--- config.mk ---
export PLATFORM = sky130hd
export DESIGN_NAME = usbfs_endp_rx
export DESIGN_NICKNAME = d
export VERILOG_FILES = /design/src/rtl/usbfs_endp_rx_pkg.sv /design/src/rtl/usbfs_pkt_buf.sv /design/src/rtl/usbfs_endp_rx.sv
export SDC_FILE = /design/constraint.sdc
export NUM_CORES = 1
export LEC_CHECK = 0
export CORE_MARGIN = 8
export CORE_UTILIZATION = 29
export DETAILED_ROUTE_END_ITERATION = 8
export PLACE_DENSITY = 0.43
export SYNTH_ARGS = -nofsm -noshare
export SYNTH_HDL_FRONTEND = slang
export SYNTH_SLANG_ARGS = --single-unit
--- constraint.sdc ---
create_clock -name i_clk -period 5.19 [get_ports i_clk]
set_input_delay 1.2975 -clock i_clk [delete_from_list [all_inputs] [get_ports i_clk]]
set_output_delay 1.2975 -clock i_clk [all_outputs]
set_load 0.02 [all_outputs]
--- src/rtl/usbfs_endp_rx_pkg.sv ---
// usbfs_endp_rx_pkg
// Shared definitions for the OUT-endpoint receive buffer:
//   - data PID encodings as carried on the one-bit PID/toggle signals
//   - endpoint state enum
//   - legality check for the MAX_PKT parameter
package usbfs_endp_rx_pkg;

    localparam logic PID_DATA0 = 1'b0;
    localparam logic PID_DATA1 = 1'b1;

    typedef enum logic {
        EP_EMPTY = 1'b0,
        EP_DRAIN = 1'b1
    } ep_state_t;

    // Full-speed bulk/interrupt payloads: power of two, 8..64 bytes.
    function automatic bit max_pkt_legal(input int n);
        return (n >= 8) && (n <= 64) && ((n & (n - 1)) == 0);
    endfunction

endpackage

--- src/rtl/usbfs_pkt_buf.sv ---
// usbfs_pkt_buf
// MAX_PKT x 8-bit packet buffer built from individual byte registers.
// Ports:
//   clk      clock
//   srst     synchronous active-high reset, clears every byte to 0
//   wr_en    write strobe
//   wr_idx   byte index to write
//   wr_byte  byte to write
//   rd_idx   byte index to read
//   rd_byte  combinational read data
module usbfs_pkt_buf #(
    parameter int MAX_PKT = 8
) (
    input  logic                       clk,
    input  logic                       srst,
    input  logic                       wr_en,
    input  logic [$clog2(MAX_PKT)-1:0] wr_idx,
    input  logic [7:0]                 wr_byte,
    input  logic [$clog2(MAX_PKT)-1:0] rd_idx,
    output logic [7:0]                 rd_byte
);

    localparam int IDX_W = $clog2(MAX_PKT);

    logic [7:0] bytes [MAX_PKT];

    // One register per byte so each has its own reset/enable; the read
    // side is a plain mux over the resulting array.
    for (genvar gi = 0; gi < MAX_PKT; gi++) begin : g_byte
        logic [7:0] byte_reg;

        always_ff @(posedge clk) begin
            if (srst) begin
                byte_reg <= 8'h00;
            end else if (wr_en && (wr_idx == IDX_W'(gi))) begin
                byte_reg <= wr_byte;
            end
        end

        assign bytes[gi] = byte_reg;
    end

    assign rd_byte = bytes[rd_idx];

endmodule

--- src/rtl/usbfs_endp_rx.sv ---
// usbfs_endp_rx
// OUT-direction endpoint buffer. The receiver writes payload bytes into a
// single packet buffer, then commits (CRC good) or aborts the packet. The
// block checks the DATA0/DATA1 toggle, drops duplicates and overflows, and
// drains accepted payload to the application over a valid/ready stream.
// Ports:
//   i_clk, i_rst                 clock, synchronous active-high reset
//   o_valid, i_ready, o_data     application byte stream
//   o_erReady                    buffer empty: receiver may ACK next OUT
//   o_erStall                    endpoint halt (never asserted)
//   i_erWrEn, i_erWrByte         payload byte write from receiver
//   i_erCommit, i_erAbort        end of packet: good / bad
//   i_erPid                      data PID of packet, sampled with commit
//   i_erClrToggle                force expected toggle back to DATA0
//   o_erToggle                   current expected data PID
//   o_erDiscard                  pulse: committed packet dropped
module usbfs_endp_rx
    import usbfs_endp_rx_pkg::*;
#(
    parameter int MAX_PKT = 8
) (
    input  logic       i_clk,
    input  logic       i_rst,
    output logic       o_valid,
    input  logic       i_ready,
    output logic [7:0] o_data,
    output logic       o_erReady,
    output logic       o_erStall,
    input  logic       i_erWrEn,
    input  logic [7:0] i_erWrByte,
    input  logic       i_erCommit,
    input  logic       i_erAbort,
    input  logic       i_erPid,
    input  logic       i_erClrToggle,
    output logic       o_erToggle,
    output logic       o_erDiscard
);

    localparam int NBYTES_W = $clog2(MAX_PKT + 1);
    localparam int IDX_W    = $clog2(MAX_PKT);
    localparam logic [NBYTES_W-1:0] MAX_CNT = NBYTES_W'(MAX_PKT);

    if (!max_pkt_legal(MAX_PKT)) begin : g_bad_param
        $error("usbfs_endp_rx: MAX_PKT must be a power of 2 in 8..64");
    end

    ep_state_t           state_reg;
    logic [NBYTES_W-1:0] wr_cnt_reg;
    logic                overflow_reg;
    logic [IDX_W-1:0]    rd_idx_reg;
    logic [IDX_W-1:0]    last_idx_reg;
    logic                toggle_reg;
    logic                discard_reg;

    logic                is_empty;
    logic                buf_wr_en;

    assign is_empty = (state_reg == EP_EMPTY);

    // A byte coinciding with end-of-packet is not payload; bytes beyond
    // MAX_PKT only mark overflow.
    assign buf_wr_en = is_empty && i_erWrEn && !i_erAbort && !i_erCommit
                       && (wr_cnt_reg < MAX_CNT);

    usbfs_pkt_buf #(
        .MAX_PKT (MAX_PKT)
    ) u_buf (
        .clk     (i_clk),
        .srst    (i_rst),
        .wr_en   (buf_wr_en),
        .wr_idx  (wr_cnt_reg[IDX_W-1:0]),
        .wr_byte (i_erWrByte),
        .rd_idx  (rd_idx_reg),
        .rd_byte (o_data)
    );

    always_ff @(posedge i_clk) begin
        if (i_rst) begin
            state_reg    <= EP_EMPTY;
            wr_cnt_reg   <= '0;
            overflow_reg <= 1'b0;
            rd_idx_reg   <= '0;
            last_idx_reg <= '0;
            toggle_reg   <= PID_DATA0;
            discard_reg  <= 1'b0;
        end else begin
            discard_reg <= 1'b0;

            if (is_empty) begin
                if (i_erAbort) begin
                    wr_cnt_reg   <= '0;
                    overflow_reg <= 1'b0;
                end else if (i_erCommit) begin
                    wr_cnt_reg   <= '0;
                    overflow_reg <= 1'b0;
                    if (overflow_reg || (i_erPid != toggle_reg)) begin
                        // Overflow or duplicate (host missed our ACK):
                        // drop it, keep the expected toggle.
                        discard_reg <= 1'b1;
                    end else begin
                        toggle_reg <= ~toggle_reg;
                        if (wr_cnt_reg != '0) begin
                            last_idx_reg <= IDX_W'(wr_cnt_reg - NBYTES_W'(1));
                            rd_idx_reg   <= '0;
                            state_reg    <= EP_DRAIN;
                        end
                    end
                end else if (i_erWrEn) begin
                    if (wr_cnt_reg < MAX_CNT) begin
                        wr_cnt_reg <= wr_cnt_reg + NBYTES_W'(1);
                    end else begin
                        overflow_reg <= 1'b1;
                    end
                end
            end else begin
                // DRAIN: receiver traffic is ignored (it NAKs while full).
                if (i_ready) begin
                    if (rd_idx_reg == last_idx_reg) begin
                        state_reg <= EP_EMPTY;
                    end else begin
                        rd_idx_reg <= rd_idx_reg + IDX_W'(1);
                    end
                end
            end

            // Clear has the last word over any flip from a coincident commit.
            if (i_erClrToggle) begin
                toggle_reg <= PID_DATA0;
            end
        end
    end

    assign o_valid     = (state_reg == EP_DRAIN);
    assign o_erReady   = is_empty;
    assign o_erStall   = 1'b0;
    assign o_erToggle  = toggle_reg;
    assign o_erDiscard = discard_reg;

endmodule

==> impl_metrics.env, run 1 <==
export IMPL_largest_reg_flops=64
export IMPL_postSynthAreaPerCell_um2=9.74
export IMPL_fmax_ghz=0.258
export IMPL_crit_required_ns=3.89
export IMPL_vias_per_cell=4.73
export IMPL_crit_fanout=12
export IMPL_syn_num_nets=399
export IMPL_finalWirelength_mm=9.46
export IMPL_critical_path_arrival_ns=2.58
export IMPL_hpwlAfterDp_mm=6.11
export IMPL_clock_sinks=78
export IMPL_synth_top_area_share_pct=42.8
export IMPL_cts_made_buffers=9
export IMPL_dr_pass1_iters=4
export IMPL_synthXorXnorAreaFrac_pct=1.20
export IMPL_rows=41
export IMPL_hp_class="flip-flop to flip-flop"
export IMPL_synth_top_family_by_area="multiplexers"
export IMPL_grt_antenna_before_repair=0
export IMPL_synth_simple_area_share_pct=17.9
export IMPL_p_leak_uw=0.00163
export IMPL_ir_worst_vdd_mv=0.150
export IMPL_outcome="complete, no violations"
export IMPL_post_route_period_util_pct=74.7
export IMPL_worstHoldStart="u_buf.g_byte[3].byte_reg[2]"
export IMPL_path_clk_slew_ns=0.06
export IMPL_ys_warn_count=0
export IMPL_utilization_pct=34.4
export IMPL_fin_nets=405
export IMPL_synth_edf_count=0
export IMPL_crit_type="flip-flop to primary output"
export IMPL_cts_buffer_depth=2
export IMPL_power_density_nw_per_um2=301
export IMPL_grt_total_usage_pct=12.2
export IMPL_fp_dieH_um=128
export IMPL_cts_tree="done"
export IMPL_drive_gt1_share_pct=12.4
export IMPL_finalClockSkew_ns=0.00332
export IMPL_ys_seq_area_share_pct=42.8
export IMPL_postRouteAntennaNets=0
export IMPL_initial_core_util_pct=29.3
export IMPL_tightestPinTransition_ns=1.03
export IMPL_grt_pass1_wl_mm=15.3
export IMPL_synth_cell_types=41
export IMPL_timing_hold_violations_final=0
export IMPL_drc=0
export IMPL_min_period_ns=3.87
export IMPL_synthAdderAreaFrac_pct=2.74
export IMPL_start_kind="flip-flop"
export IMPL_synth_top_cells_by_area="dfxtp_1, mux2i_1, mux4_2, nor2_1, nand2_1"
export IMPL_htreeDepth=3
export IMPL_die_w_um=128
export IMPL_ios=29
export IMPL_synthArstFlopShare_pct=0
export IMPL_synth_cells=375
export IMPL_finalSetupViolCount=0
export IMPL_postCtsSetupRepairBufs=0
export IMPL_gp_congestion=0.725
export IMPL_slew_violations=0
export IMPL_cap_violations=0
export IMPL_cts_hold_buffers=0
export IMPL_grt_overflow=0
export IMPL_synth_compound_area_share_pct=6.65
export IMPL_postCtsResizedCells=0
export IMPL_vias=2637
export IMPL_ys_ff_latch=78
export IMPL_slew_headroom_pct=31.0
export IMPL_synthFlopType="dfxtp_1"
export IMPL_rsz0062_at_grt="no"
export IMPL_cp_end_kind="primary output"
export IMPL_die_area_um2=16400
export IMPL_port_buffers=27
export IMPL_syn2layout_area_growth_pct=17.5
export IMPL_cts_root_buf="clkbuf_16"
export IMPL_r2r_start="o_valid"
export IMPL_cp_startpoint="rd_idx_reg[0]"
export IMPL_synth_area_um2=3650
export IMPL_grt_pass1_vias=2716
export IMPL_synthMuxAreaShare_pct=23.0
export IMPL_fin_setup_tns_ns=0
export IMPL_core_area_um2=12500
export IMPL_grt_max_degree=45
export IMPL_wl_per_cell_um=16.9
export IMPL_drtIter0Drc=158
export IMPL_n_antenna_cell=0
export IMPL_clk_latency_ns=0.34
export IMPL_synth_top_area_cell="dfxtp_1"
## cell type report
type / count / area [µm²]
multi-input combinational: 254 / 1910
timing repair buffer: 32 / 303
fill: 1280 / 8170
sequential: 78 / 1560
inverter: 6 / 22.5
clock inverter: 4 / 47.5
tap: 172 / 215
clock buffer: 12 / 236
## metal layers
metal	track usage (%)	part of all wire (%)	vias to the layer above
met1	15.5	48	1273
met2	19.1	45	55
met5	0	0	-
li1	-	-	1299
met3	3.91	5.6	10
met4	4.48	1.5	0
## critical path, cell delays in order, from the launching register on
cell and delay [ns]:
dfxtp_1 0.60, buf_4 0.36, mux4_2 0.53, nand2_1 0.10, nand2_1 0.09, clkdlybuf4s50_1 0.55
## logic make-up after synthesis
logic type	after synthesis
AO/OA/AOI/OAI	34
XOR/XNOR	5
adder cells (fa/ha/maj)	8
buffers and inverters	43
flip-flops	78
multiplexers	64
other	1
AND/OR/NAND/NOR	142
## final timing paths
check | end | slack, ns | cells past startpoint
max | o_data[2] | 1.32 | 5
min | u_buf.g_byte[3].byte_reg[2] | 0.46 | 2
max reg2reg | u_buf.g_byte[0].byte_reg[4] | 2.71 | 5
min reg2reg | u_buf.g_byte[3].byte_reg[2] | 0.46 | 2
## Yosys cell counts, types with 2 or more instances
cell type / n
buf_2: 6
xnor2_1: 4
nand4b_1: 3
a211oi_2: 3
nand3b_1: 2
a21oi_1: 19
nor4b_1: 2
dfxtp_1: 78
clkbuf_1: 22
a31oi_1: 2
nor3_1: 2
nand2_1: 42
mux2i_1: 48
mux4_2: 16
buf_4: 6
a22oi_1: 2
nor2_1: 64
ha_1: 8
nor4bb_1: 3
nand3_1: 17
buf_6: 2
inv_1: 5
## power by group
| part | leakage [µW] | internal [µW] | switching, µW |
|---|---|---|---|
| sequential | 0.000629 | 603 | 3.15 |
| clock | 0.000137 | 371 | 242 |
| combinational | 0.000865 | 29.3 | 41.2 |
| total | 0.00163 | 1000 | 286 |
## cells in the final DEF (no fill, tap or decap), drive strengths merged, types with 4 or more instances in the layout
cell	n
clkbuf	12
nand3	17
mux4	16
nand2	42
nor2	64
ha	8
xnor2	4
a21oi	19
mux2i	48
buf	6
inv	5
dfxtp	78
clkdlybuf4s50	26
## per-stage QoR
step / worst slack, ns / instances / power, µW / instance area [µm²] / hold slack, ns
3_5_place_dp: 1.34 / 542 / 690 / 4010 / 0.449
6_report: 1.32 / 558 / 1290 / 4290 / 0.455
4_1_cts: 1.22 / 558 / 1310 / 4290 / 0.457
3_3_place_gp: 1.42 / 542 / 691 / 4010 / 0.441
2_1_floorplan: 2.28 / 375 / 663 / 3650 / 0.433
5_1_grt: 1.07 / 558 / 1340 / 4290 / 0.467
Power figures use the tool's default switching activity.
==> inputs of run 2 (changes only) <==
PLACE_DENSITY = 0.45   (was 0.43)
clock period = 3.49 ns   (was 5.19 ns; I/O delays follow)
==> impl_metrics.env, run 2 (synthesized netlist as in run 1, its figures left out) <==
export IMPL_finalSetupViolCount=0
export IMPL_clock_sinks=78
export IMPL_postCtsSetupRepairBufs=0
export IMPL_final_cell_mix="dfxtp_1, nor2_1, mux2i_1, nand2_1, clkdlybuf4s50_1"
export IMPL_cap_violations=0
export IMPL_grt_antenna_before_repair=1
export IMPL_tightestPinTransition_ns=0.879
export IMPL_drive_gt1_share_pct=15.2
export IMPL_hpwlAfterDp_mm=6.07
export IMPL_mostFrequentLayoutCell="dfxtp_1"
export IMPL_timing_hold_violations_final=0
export IMPL_drtIter0Drc=206
export IMPL_fp_dieH_um=128
export IMPL_rows=41
export IMPL_fmax_ghz=0.317
export IMPL_fin_setup_tns_ns=0
export IMPL_cts_tree="done"
export IMPL_postCtsResizedCells=0
export IMPL_stdcell_area_um2=4430
export IMPL_ios=29
export IMPL_p_sw_uw=438
export IMPL_busiest_layer="met2"
export IMPL_power_density_nw_per_um2=452
export IMPL_grt_pass1_wl_mm=14.7
export IMPL_min_period_ns=3.16
export IMPL_die_w_um=128
export IMPL_cp_end_kind="primary output"
export IMPL_p_int_uw=1560
export IMPL_gr_usage_met1_pct=14.5
export IMPL_slew_violations=0
export IMPL_finalClockSkew_ns=0.00927
export IMPL_crit_type="flip-flop to primary output"
export IMPL_cts_hold_buffers=0
export IMPL_largest_reg_flops=64
export IMPL_p_seq_share_pct=45.0
export IMPL_rsz0062_at_grt="no"
export IMPL_syn2layout_area_growth_pct=21.2
export IMPL_core_area_um2=12500
export IMPL_initial_core_util_pct=29.3
export IMPL_grtUsageMet3_pct=2.45
export IMPL_gp_congestion=0.705
export IMPL_fin_nets=416
export IMPL_cts_buffer_depth=2
export IMPL_combPwrFrac_pct=5.4
export IMPL_fin_hold_ws_ns=0.453
export IMPL_grt_total_usage_pct=11.9
export IMPL_clk_latency_ns=0.34
export IMPL_dpl_cell_area_um2=4110
export IMPL_crit_fanout=16
export IMPL_cts_made_buffers=9
export IMPL_finalWirelength_mm=9.29
export IMPL_path_clk_slew_ns=0.06
export IMPL_vias=2645
export IMPL_vias_per_cell=4.65
export IMPL_hp_class="flip-flop to flip-flop"
export IMPL_port_buffers=27
export IMPL_grtUsageMet2_pct=19.6
export IMPL_outcome="complete, no violations"
export IMPL_slew_headroom_pct=41.4
export IMPL_crit_required_ns=2.62
export IMPL_p_sw_share_pct=21.9
export IMPL_grt_overflow=0
export IMPL_grt_pass1_vias=2617
export IMPL_die_area_um2=16400
export IMPL_start_kind="flip-flop"
export IMPL_htreeDepth=3
export IMPL_drc=0
export IMPL_grt_max_degree=45
export IMPL_cts_root_buf="clkbuf_16"
export IMPL_postRouteAntennaNets=0
export IMPL_p_clk_share_pct=49.7
export IMPL_critical_path_arrival_ns=2.28
export IMPL_p_leak_uw=0.00171
export IMPL_post_route_period_util_pct=90.4
export IMPL_wl_per_cell_um=16.3
export IMPL_dr_pass1_iters=4
export IMPL_ir_worst_vdd_mv=0.276
## run 2: power by group through the flow
| stage | Sequential, µW | Clock (µW) | Combinational [µW] |
|---|---|---|---|
| global placement | 920 | 0 | 109 |
| floorplan | 920 | 0 | 65.8 |
| global route | 901 | 1070 | 118 |
| detailed placement | 920 | 0 | 109 |
| finish | 900 | 994 | 108 |
| CTS | 900 | 1020 | 110 |
## run 2: worst paths after layout
check / slack [ns] / endpoint / depth (start not counted) / start
worst min register to register: 0.45 / u_buf.g_byte[3].byte_reg[4] / 2 / u_buf.g_byte[3].byte_reg[4]
worst max register to register: 1.45 / u_buf.g_byte[7].byte_reg[3] / 4 / wr_cnt_reg[2]
worst min-delay path: 0.45 / u_buf.g_byte[3].byte_reg[4] / 2 / u_buf.g_byte[3].byte_reg[4]
worst max-delay path: 0.33 / o_data[5] / 5 / rd_idx_reg[0]
## run 2: layer usage
metal  up-vias  routed length (µm)
met2        21                4770
met4         0                 139
met5         -                   0
met1      1297                4180
li1       1318                   -
met3         9                 198
## run 2: worst max-delay path, stage by stage, from the launching register on
cell and delay (ns):
dfxtp_1 0.44, buf_12 0.24, mux4_2 0.53, nand2_1 0.08, nand2_1 0.09, clkdlybuf4s50_1 0.56
## run 2: per-stage QoR
step | utilization (%) | total power [µW] | setup WS [ns] | cells
after detailed placement | 33.0 | 1030 | 0.528 | 553
after global routing | 35.5 | 2080 | 0.230 | 569
after floorplan | - | 986 | 1.01 | 375
after global placement | 33.0 | 1030 | 0.545 | 553
after CTS | 35.5 | 2030 | 0.292 | 568
final | 35.5 | 2000 | 0.334 | 569
## run 2: final cells by class
class | instances | area, µm²
diodes | 1 | 2.50
clock buffers | 9 | 225
clock inverters | 6 | 87.6
fillers | 1264 | 8040
inverters | 6 | 22.5
multi-input cells | 254 | 1900
flip-flops and latches | 78 | 1560
well taps | 172 | 215
repair buffers | 43 | 410
==> patch 1: new RTL, settings of run 1 <==
`MAX_PKT` is set to 8 in 2 places; all go to 16. Comments in the files are not updated.
--- a/src/rtl/usbfs_pkt_buf.sv
+++ b/src/rtl/usbfs_pkt_buf.sv
@@ -10,5 +10,5 @@
 //   rd_byte  combinational read data
 module usbfs_pkt_buf #(
-    parameter int MAX_PKT = 8
+    parameter int MAX_PKT = 16
 ) (
     input  logic                       clk,
--- a/src/rtl/usbfs_endp_rx.sv
+++ b/src/rtl/usbfs_endp_rx.sv
@@ -18,5 +18,5 @@
     import usbfs_endp_rx_pkg::*;
 #(
-    parameter int MAX_PKT = 8
+    parameter int MAX_PKT = 16
 ) (
     input  logic       i_clk,
Behaviour: same outputs for any inputs over 4 cycles, from zero or initial values and one cycle with i_rst high; that may be too few to reach the edited logic, so the function may still have changed.
==> patch 1 against run 1 <==
  * Sequential cell count up 67
  * Combinational power up 26%
  * Routed wire length rose by 97%
  * Design area rose by 80%
  * Sequential power is 85% higher
  * Critical endpoint is now o_data[4]
  * Critical path depth increased by 1
  * Setup slack worse by 0.66 ns
  * Non-clock buffer count increased by 12
  * Total power is 85% higher
  * Synthesized area rose by 82%
==> patch 1: results (changes against run 1) <==
- Commonest cells in the synthesized netlist: mux2i_1 (162), dfxtp_1 (145), nor2_1 (143), clkbuf_1 (30), buf_2 (22) (was dfxtp_1 (78), nor2_1 (64), mux2i_1 (48), nand2_1 (42), clkbuf_1 (22))
- Fraction of the yosys area taken by sequential cells: 43.7% (was 42.8%)
- Top cells by area, synth: dfxtp_1 (44%), mux2i_1 (24%), nor2_1 (8.1%) (was dfxtp_1 (43%), mux2i_1 (13%), mux4_2 (9.9%))
- Met3 usage: 3.32% (was 3.91%)
- Met2 wire len: 9.41 mm (was 4.29 mm)
- Worst-Skew Late Latency: 0.43 ns (was 0.34 ns)
- Pin count of the biggest net entering global routing: 88 (was 45)
- Post-synth net total: 672 (was 399)
- Synth Area in Compound Gates: 5.71% (was 6.65%)
- Status: complete, no violations (unchanged)
- Met1 Use GR: 15.8% (was 15.5%)
- Worst-margin pin slew: 1.02 ns (was 1.03 ns)
- Post-Synth Adder-Cell Area: 1.13% (was 2.74%)
- Final hold slack: 0.493 ns (was 0.455 ns)
- Ratio of cells with drive above 1 in the final layout: 11.4% (was 12.4%)
- VDD IR-drop max: 0.000227 V (was 0.000150 V)
- Worst setup startpoint: rd_idx_reg[2] (was rd_idx_reg[0])
- DP Wirelength: 12.4 mm (was 6.11 mm)
- H-tree depth: 4 (was 3)
- Drt total wl: 18.6 mm (was 9.46 mm)
- CP peak stage delay: 0.80 ns (was 0.60 ns)
- Vias in the first global route: 4839 (was 2716)
- Final Skew: 0.0109 ns (was 0.00332 ns)
- Worst Hold Launch: u_buf.g_byte[14].byte_reg[6] (was u_buf.g_byte[3].byte_reg[2])
- Syn Inst Count: 650 (was 375)
- CTS Buf Count: 17 (was 9)
- RD Place Congestion: 0.754 (was 0.725)
- Dpl cell area: 7150 µm² (was 4010 µm²)
- DR iter-0 viols: 306 (was 158)
- XOR/XNOR Fraction of Synth Area: 1.06% (was 1.20%)
- CP Max Fanout: 14 (was 12)
- Net Switching: 0.000606 W (was 0.000286 W)
- Drt wl/cell: 19.5 µm (was 16.9 µm)
- Vias per cell: 5.03 (was 4.73)
- Worst reg-to-reg setup slack: 2.67 ns (was 2.71 ns)
- Dpl cells: 922 (was 542)
- Unique cell type count in the Yosys netlist: 47 (was 41)
- DP Worst Slack: 1.08 ns (was 1.34 ns)
- M1 WL: 8.41 mm (was 4.50 mm)
- FF-to-FF End: u_buf.g_byte[15].byte_reg[4] (was u_buf.g_byte[0].byte_reg[4])
-- patch 1: power by group through the flow --
stage / logic (W) / registers, W / clock network [W]
after floorplan: 0.0000516 / 0.00114 / 0
after global placement: 0.0000892 / 0.00114 / 0
after detailed placement: 0.0000900 / 0.00114 / 0
after CTS: 0.0000903 / 0.00112 / 0.00122
after global routing: 0.0000948 / 0.00112 / 0.00127
final: 0.0000886 / 0.00112 / 0.00118
-- patch 1: final cells by class --
type / count / area, µm²
tap: 285 / 357
clock inverter: 15 / 144
clock buffer: 17 / 425
timing repair buffer: 44 / 408
multi-input combinational: 441 / 3450
inverter: 7 / 26.3
fill: 2293 / 14900
sequential: 145 / 2910
-- patch 1: how the worst max path moves through the flow --
stage	end	cells after the start	slack (ns)
3_3_place_gp	o_data[4]	6	1.06
5_1_grt	o_data[1]	5	0.42
6_report	o_data[4]	6	0.66
3_5_place_dp	o_data[5]	5	1.08
4_1_cts	o_data[5]	5	0.61
2_1_floorplan	o_data[0]	5	2.24
==> patch 2: new RTL, flow settings as in run 1 <==
Without the edit above. Make the reset (`i_rst` and `srst`) asynchronous in 2 clocked blocks. Comments in the files are not updated.
--- a/src/rtl/usbfs_pkt_buf.sv
+++ b/src/rtl/usbfs_pkt_buf.sv
@@ -30,5 +30,5 @@
         logic [7:0] byte_reg;
 
-        always_ff @(posedge clk) begin
+        always_ff @(posedge clk or posedge srst) begin
             if (srst) begin
                 byte_reg <= 8'h00;
--- a/src/rtl/usbfs_endp_rx.sv
+++ b/src/rtl/usbfs_endp_rx.sv
@@ -75,5 +75,5 @@
     );
 
-    always_ff @(posedge i_clk) begin
+    always_ff @(posedge i_clk or posedge i_rst) begin
         if (i_rst) begin
             state_reg    <= EP_EMPTY;
Behaviour: differs if i_rst is asserted again (counterexample within 4 cycles, from zero or initial values and one cycle with i_rst high); with i_rst held inactive, the same outputs for 10 cycles.
==> patch 2 against run 1 <==
  * Design area grew 3.2%
  * Routed wire length is 14% lower
  * Non-clock buffer count fell by 1
  * Synthesized area rose by 0.45%
  * Largest cell class is now flip-flops and latches
  * Clock skew rose by 0.0024 ns
  * Setup slack improved by 0.0041 ns
  * Utilization rose by 1.1 points
  * Count of clock-buffer cells in the layout shrank 2
  * Sequential cell count stayed put
  * Critical path type unchanged
Power is not compared: it rests on default switching activity, and its combinational part moved more than twofold at a synthesized area within 25%.
==> patch 2: results (changes against run 1) <==
- Status: complete, no violations (unchanged)
- Vias in the first global route: 2255 (was 2716)
- Critical path's slowest cell: dfrtp_1 (was dfxtp_1)
- Worst setup path end: o_data[4] (was o_data[2])
- Reg2Reg Depth: 4 (was 5)
- WHS Endpoint: u_buf.g_byte[2].byte_reg[5] (was u_buf.g_byte[3].byte_reg[2])
- Reg2reg start: wr_cnt_reg[3] (was o_valid)
- Worst-margin pin slew: 0.728 ns (was 1.03 ns)
- Die width: 128 µm (about the same)
- Worst hold stages: 1 (was 2)
- Final net count: 300 (was 405)
- RD Place Congestion: 0.678 (was 0.725)
- FF-to-FF End: u_buf.g_byte[4].byte_reg[5] (was u_buf.g_byte[0].byte_reg[4])
- Non-clock buffering overhead: 6.78% (was 7.06%)
- FF+latch area: 1950 µm² (was 1560 µm²)
- First-pass GRT wire length: 13.1 mm (was 15.3 mm)
- DR iter-0 viols: 99 (was 158)
- Worst reg-to-reg setup slack: 3.11 ns (was 2.71 ns)
- Met1 Use GR: 13.8% (was 15.5%)
- Clk cell area share: 6.58% (was 6.62%)
- Non-clock buffers: 31 (was 32)
- Asr flop ratio synth: 100% (was 0%)
- Tot GR Track Use: 10.6% (was 12.2%)
- Worst setup startpoint: rd_idx_reg[1] (was rd_idx_reg[0])
- # fillers: 1219 (was 1280)
- Drt wl/cell: 17.9 µm (was 16.9 µm)
- Commonest cells in the synthesized netlist: dfrtp_1 (78), mux2_2 (72), mux4_2 (16), nor2_1 (11), ha_1 (8) (was dfxtp_1 (78), nor2_1 (64), mux2i_1 (48), nand2_1 (42), clkbuf_1 (22))
- Syn avg cell area: 15.2 µm² (was 9.74 µm²)
- Top cells by area, synth: dfrtp_1 (53%), mux2_2 (22%), mux4_2 (9.8%) (was dfxtp_1 (43%), mux2i_1 (13%), mux4_2 (9.9%))
- #MultiIn Comb: 150 (was 254)
- Pin count of the biggest net entering global routing: 33 (was 45)
- Vias per cell: 4.57 (was 4.73)
- Unique cell type count in the Yosys netlist: 35 (was 41)
- Met3 usage: 1.74% (was 3.91%)
- Dpl cell area: 4140 µm² (was 4010 µm²)
- CP peak stage delay: 0.81 ns (was 0.60 ns)
- Post-synth net total: 266 (was 399)
- Final Skew: 0.00569 ns (was 0.00332 ns)
-- patch 2: logic make-up (layout without fill, tap and decap cells) --
logic type      after synthesis  after routing  share of synthesized area, %
flops                        78             78                          53.2
other cells                   1              1                         0.102
buf+inv                      14             53                          1.84
mux                          91             91                          32.8
compound gates               13             13                          3.07
xor+xnor                      6              6                          1.43
simple gates                 31             31                          4.81
fa+ha+maj                     8              8                          2.73
-- patch 2: power by group --
part / switching (W) / internal, W / total (W)
Combinational: 0.000256 / 0.000339 / 0.000595
Sequential: 0.0000965 / 0.000712 / 0.000809
Clock: 0.000242 / 0.000372 / 0.000613
-- patch 2: metrics by stage --
step                setup slack, ns  util, %  total power, W
floorplan                      1.90        -         0.00122
global placement               1.67     33.2         0.00143
detailed placement             1.65     33.2         0.00143
CTS                            1.28     35.5         0.00206
global route                   1.24     35.5         0.00213
finish                         1.32     35.5         0.00202
